$ cat src/rtl/sram_1w1r_frontend.sv
// Client front end for a 1W1R OpenRAM macro: zero-fill after reset, a one-entry
// write buffer that keeps writes off an address being read, and lane-merged reads.
module sram_1w1r_frontend #(
  parameter int ADDR_W     = 7,
  parameter int DATA_W     = 44,
  parameter int MASK_W     = 4,
  parameter int STARVE_MAX = 4
) (
  input  logic              clock,
  input  logic              reset_n,
  input  logic [ADDR_W-1:0] W0_addr,
  input  logic [DATA_W-1:0] W0_data,
  input  logic [MASK_W-1:0] W0_mask,
  input  logic              W0_en,
  output logic              W0_ready,
  input  logic [ADDR_W-1:0] R0_addr,
  input  logic              R0_en,
  output logic              R0_ready,
  output logic              R0_valid,
  output logic [DATA_W-1:0] R0_data,
  output logic              init_done,
  output logic [ADDR_W-1:0] mem_addr0,
  output logic [DATA_W-1:0] mem_din0,
  output logic [MASK_W-1:0] mem_wmask0,
  output logic              mem_csb0,
  output logic [ADDR_W-1:0] mem_addr1,
  output logic              mem_csb1,
  input  logic [DATA_W-1:0] mem_dout1,
  output logic              dbg_state
);

  localparam int LANE_W = DATA_W / MASK_W;
  localparam int SC_W   = $clog2(STARVE_MAX + 1);

  typedef enum logic {S_INIT = 1'b0, S_RUN = 1'b1} state_t;

  state_t state, state_nxt;

  logic [ADDR_W-1:0] init_cnt;
  logic              p_valid;
  logic [ADDR_W-1:0] p_addr;
  logic [DATA_W-1:0] p_data;
  logic [MASK_W-1:0] p_mask;
  logic [SC_W-1:0]   starve_cnt;

  logic              r0_valid_q;
  logic [MASK_W-1:0] snap_mask;
  logic [DATA_W-1:0] snap_data;
  logic [DATA_W-1:0] hold_q;
  logic [DATA_W-1:0] merged;

  logic              in_run;
  logic              rd_acc;
  logic              wr_acc;
  logic              hit;
  logic              commit;
  logic [MASK_W-1:0] snap_sel;

  // Handshakes: a transfer happens in a cycle where en & ready are both high;
  // ready never looks at en, and en may be held across cycles until accepted.

  always_ff @(posedge clock or negedge reset_n) begin
    if (!reset_n) state <= S_INIT;
    else          state <= state_nxt;
  end

  always_comb begin
    state_nxt = state;
    if (state == S_INIT && init_cnt == {ADDR_W{1'b1}}) state_nxt = S_RUN;
  end

  always_comb begin
    in_run   = (state == S_RUN);
    R0_ready = in_run && (starve_cnt != SC_W'(STARVE_MAX));
    rd_acc   = R0_en && R0_ready;
    hit      = p_valid && rd_acc && (R0_addr == p_addr);
    commit   = p_valid && !hit;
    W0_ready = in_run && (!p_valid || commit);
    wr_acc   = W0_en && W0_ready;
    snap_sel = {MASK_W{p_valid && (p_addr == R0_addr)}} & p_mask;

    mem_addr0  = p_addr;
    mem_din0   = p_data;
    mem_wmask0 = p_mask;
    mem_csb0   = !commit;
    if (!in_run) begin
      // Zero-fill sweep; held off while reset is asserted.
      mem_addr0  = init_cnt;
      mem_din0   = '0;
      mem_wmask0 = '1;
      mem_csb0   = !reset_n;
    end
    mem_csb1  = !rd_acc;
    mem_addr1 = R0_addr;
  end

  assign init_done = (state == S_RUN);
  assign dbg_state = state;

  always_ff @(posedge clock or negedge reset_n) begin
    if (!reset_n)               init_cnt <= '0;
    else if (state == S_INIT)   init_cnt <= init_cnt + ADDR_W'(1);
  end

  always_ff @(posedge clock or negedge reset_n) begin
    if (!reset_n) begin
      p_valid <= 1'b0;
      p_addr  <= '0;
      p_data  <= '0;
      p_mask  <= '0;
    end else if (wr_acc) begin
      p_valid <= 1'b1;
      p_addr  <= W0_addr;
      p_data  <= W0_data;
      p_mask  <= W0_mask;
    end else if (commit) begin
      p_valid <= 1'b0;
    end
  end

  // Counts reads that keep P off the macro; at the limit one read slot is given up.
  always_ff @(posedge clock or negedge reset_n) begin
    if (!reset_n)    starve_cnt <= '0;
    else if (commit) starve_cnt <= '0;
    else if (hit)    starve_cnt <= starve_cnt + SC_W'(1);
  end

  always_ff @(posedge clock or negedge reset_n) begin
    if (!reset_n) begin
      r0_valid_q <= 1'b0;
      snap_mask  <= '0;
      snap_data  <= '0;
      hold_q     <= '0;
    end else begin
      r0_valid_q <= rd_acc;
      if (rd_acc) begin
        snap_mask <= snap_sel;
        snap_data <= p_data;
      end
      if (r0_valid_q) hold_q <= merged;
    end
  end

  always_comb begin
    merged = mem_dout1;
    for (int i = 0; i < MASK_W; i++) begin
      if (snap_mask[i]) merged[i*LANE_W +: LANE_W] = snap_data[i*LANE_W +: LANE_W];
    end
  end

  assign R0_valid = r0_valid_q;
  assign R0_data  = r0_valid_q ? merged : hold_q;

endmodule

$ cat config.mk
export PLATFORM = sky130hd
export DESIGN_NAME = sram_1w1r_frontend
export DESIGN_NICKNAME = d
export VERILOG_FILES = /design/src/rtl/sram_1w1r_frontend.sv
export SDC_FILE = /design/constraint.sdc
export NUM_CORES = 1
export LEC_CHECK = 0
export CAP_MARGIN = 5
export CORE_ASPECT_RATIO = 1.5
export CORE_MARGIN = 2
export CORE_UTILIZATION = 40
export CTS_CLUSTER_DIAMETER = 100
export DETAILED_ROUTE_END_ITERATION = 16
export PLACE_DENSITY = 0.71
export SLEW_MARGIN = 10
export SYNTH_ARGS = -nofsm -noshare
export SYNTH_HDL_FRONTEND = slang
export SYNTH_SLANG_ARGS = --single-unit
$ cat constraint.sdc
create_clock -name clock -period 6.1 [get_ports clock]
set_input_delay 1.525 -clock clock [delete_from_list [all_inputs] [get_ports clock]]
set_output_delay 1.525 -clock clock [all_outputs]
set_load 0.03 [all_outputs]
==> results.json <==
{
  "synth_top_area_cell": "dfrtp_1",
  "cp-end-kind": "output port",
  "grt_pass1_vias": 5449,
  "clockBufferDepth": 2,
  "multi_input_area_um2": 2710,
  "r2r_setup_slack_ns": 2.95,
  "fin_crit_sh": 0.862,
  "timing.slew.headroom": 0.299,
  "first_pass_iters": 4,
  "dp_hpwl_mm": 12.8,
  "cellPowerDensity_nw_per_um2": 224,
  "path_clk_slew_ns": 0.06,
  "p_leak_nw": 4.50,
  "cts_tree": "yes",
  "p_int_mw": 1.73,
  "cts_hold_buf": 0,
  "grt_overflow": 0,
  "cp_top_family": "buffers and inverters",
  "synth_seq_cells": 160,
  "clk_latency_ns": 0.42,
  "syn_inst": 631,
  "fin_nets": 948,
  "hold_viol": 0,
  "postSynthAreaPerCell_um2": 11.1,
  "worstMarginPinSlew_ns": 1.05,
  "drv_slew": 0,
  "cp.required_ns": 4.58,
  "drc": 0,
  "start_kind": "input pin",
  "grt_pass1_wl_mm": 29.4,
  "seq_area_um2": 4010,
  "die_y_um": 166,
  "path_buf_inv": 2,
  "cp.arrival_ns": 3.73,
  "comb_power_share": 0.052,
  "cts_inserted_buffers": 17,
  "synth_flop_cell": "dfrtp_1",
  "pin_count": 223,
  "critical_path_class": "in2out",
  "critPathLaunch": "R0_addr[0]",
  "post_synth_num_cell_types": 28,
  "drive_above_1_share": 0.0708,
  "rsz0062_at_grt": "no",
  "wl_mm": 18.7,
  "stdcell_count": 1062,
  "synth_warnings": 0,
  "fin_crit_ns": 5.26,
  "area.growth.synth_to_final_pct": 41.4,
  "io_buffers": 222,
  "sequentialPowerShare": 0.481,
  "die_area_um2": 18500,
  "swShare": 0.216,
  "core_area_um2": 17200,
  "critPathMostFrequentCell": "clkdlybuf4s50_1",
  "synth.area.top_cells": "dfrtp_1, mux2_1, nand2_1, mux2i_1, and2_1",
  "min-delay-start": "snap_data[39]$_DFFE_PN0N_",
  "h-tree-depth": 4,
  "crit_chain": "clkdlybuf4s50_1 -> xnor2_1 -> nand4_1 -> nor3_2 -> nor2_1 -> clkdlybuf4s50_1",
  "hold_class": "reg2reg",
  "ys_seq_area_frac": 0.574,
  "crit_path_max_incr_delay_ns": 0.62,
  "pwr-share-clk": 0.466,
  "crit_fanout": 9,
  "drv_cap": 0,
  "ys_async_sr_fraction": 1.00,
  "synth_edf_count": 0,
  "max_freq_mhz": 190,
  "num_vias": 5174,
  "core.rowCount": 59,
  "p_switching_mw": 0.475,
  "skew_ns": 0.0109,
  "grt_max_degree": 69,
  "cts.sinks": 160,
  "viasPerCell": 4.87,
  "wl_per_cell_um": 17.6,
  "cp_slowest_cell": "clkdlybuf4s50_1",
  "nFillCells": 1498,
  "place.gp.congestion": 0.773,
  "synth_area_um2": 6970,
  "grt.total_usage": 0.204,
  "post_cts_buffers": 0,
  "finalHoldWorstSlack_ns": 0.474,
  "synth_top_area_frac": 0.574,
  "die_x_um": 112,
  "clock-root-buffer": "clkbuf_16",
  "cts-resized-gates": 0,
  "rr_startpoint": "starve_cnt[0]$_DFFE_PN0P_",
  "initial_core_util": 0.405,
  "dp_cells": 1029,
  "drt_iter0_markers": 158,
  "outcome": "finished clean",
  "syn_nets": 744,
  "antenna_left": 0,
  "setup_tns_ns": 0,
  "finalSetupViolations": 0,
  "antenna_found_initial": 1,
  "ir_worst_vdd_uv": 152
}
==> layout make-up <==
type / instances / area share
multi-input combinational: 422 / 0.274
tap: 213 / 0.0270
timing repair buffer: 229 / 0.232
clock inverter: 11 / 0.0105
antenna: 1 / 0.000254
sequential: 160 / 0.406
inverter: 5 / 0.00216
clock buffer: 21 / 0.0477
==> final timing paths <==
check	to	depth (start not counted)
setup / recovery	W0_ready	6
hold / removal	snap_data[39]$_DFFE_PN0N_	2
setup reg to reg	p_data[9]$_DFFE_PN0P_	9
hold reg to reg	snap_data[39]$_DFFE_PN0N_	2
max in group asynchronous	dbg_state$_DFFE_PN0P_	2
min in group asynchronous	p_data[36]$_DFFE_PN0P_	1
==> metrics by stage <==
stage / setup slack (ns) / area (µm²) / utilization / power, mW
after global routing: 0.644 / 9860 / 0.573 / 2.28
after floorplan: 1.75 / 6970 / - / 1.10
after detailed placement: 0.797 / 9290 / 0.540 / 1.20
final: 0.840 / 9860 / 0.573 / 2.20
after CTS: 0.793 / 9860 / 0.573 / 2.23
after global placement: 0.902 / 9290 / 0.540 / 1.20
==> metal layers <==
| layer | part of all wire | global-route usage | vias to the layer above |
|---|---|---|---|
| met5 | 0 | 0 | - |
| met4 | 0.021 | 0.0735 | 0 |
| met3 | 0.048 | 0.0505 | 28 |
| met2 | 0.55 | 0.372 | 143 |
| met1 | 0.38 | 0.227 | 2520 |
| li1 | - | - | 2483 |
==> kinds of logic after synthesis <==
family	share of synthesized area
XOR/XNOR	0.0163
buffers and inverters	0.0380
flip-flops	0.574
multiplexers	0.165
AND/OR/NAND/NOR	0.153
AO/OA/AOI/OAI	0.0479
adder cells (fa/ha/maj)	0.00538
==> layout by cell type, fill, tap and decap left out <==
| cell | synthesis | routed |
|---|---|---|
| nor2_1 | 46 | 46 |
| clkinv_4 | 0 | 3 |
| and2_2 | 0 | 1 |
| buf_4 | 9 | 7 |
| inv_6 | 0 | 2 |
| diode_2 | 0 | 1 |
| nor3_2 | 1 | 1 |
| xor2_1 | 1 | 1 |
| mux2_2 | 13 | 13 |
| clkbuf_1 | 23 | 1 |
| a21oi_1 | 44 | 44 |
| mux2i_1 | 44 | 44 |
| bufinv_16 | 0 | 1 |
| nand2b_1 | 6 | 6 |
| clkbuf_16 | 0 | 17 |
| nand2_1 | 138 | 138 |
| clkinvlp_4 | 0 | 2 |
| ha_1 | 3 | 3 |
| a21boi_2 | 1 | 1 |
| o311ai_4 | 1 | 1 |
| nand3_1 | 2 | 2 |
| mux2_1 | 50 | 50 |
| a2bb2oi_1 | 1 | 1 |
| dfrtp_1 | 160 | 158 |
| xnor2_1 | 12 | 12 |
| buf_12 | 0 | 1 |
| and2_1 | 45 | 44 |
| buf_6 | 6 | 1 |
| inv_4 | 1 | 1 |
| dfrtp_2 | 0 | 2 |
| a22o_1 | 5 | 5 |
| clkinv_2 | 0 | 3 |
| nand4_1 | 5 | 5 |
| inv_1 | 4 | 4 |
| clkdlybuf4s50_1 | 0 | 220 |
| and4_1 | 1 | 1 |
| clkbuf_8 | 0 | 3 |
| a2111oi_0 | 1 | 1 |
| a21o_1 | 2 | 2 |
==> power by group through the flow <==
stage	Clock, mW	Combinational, mW	Sequential [mW]
after floorplan	0	0.0200	1.08
after global placement	0	0.116	1.08
after detailed placement	0	0.117	1.08
after CTS	1.05	0.118	1.06
after global routing	1.09	0.125	1.06
final	1.03	0.115	1.06
==> Yosys cell counts (2+ instances only) <==
cell type,count
a21o_1,2
mux2i_1,44
nor2_1,46
nand2_1,138
buf_6,6
a22o_1,5
ha_1,3
clkbuf_1,23
a21oi_1,44
dfrtp_1,160
buf_4,9
mux2_1,50
nand3_1,2
buf_1,6
nand2b_1,6
xnor2_1,12
and2_1,45
mux2_2,13
nand4_1,5
inv_1,4
==> registers in the layout, summed over array words and instances (netlist names) <==
signal / cells
p_data: 44
R0_valid: 1
p_addr: 7
dbg_state: 1
init_cnt: 7
starve_cnt: 3
p_mask: 4
snap_data: 44
hold_q: 44
p_valid: 1
snap_mask: 4
==> worst min-delay path, delay by kind of cell, from the launching register on <==
| family | cells | cell delay [ns] |
|---|---|---|
| flops | 1 | 0.34 |
| simple gates | 2 | 0.10 |
(Power assumes the default switching activity.)
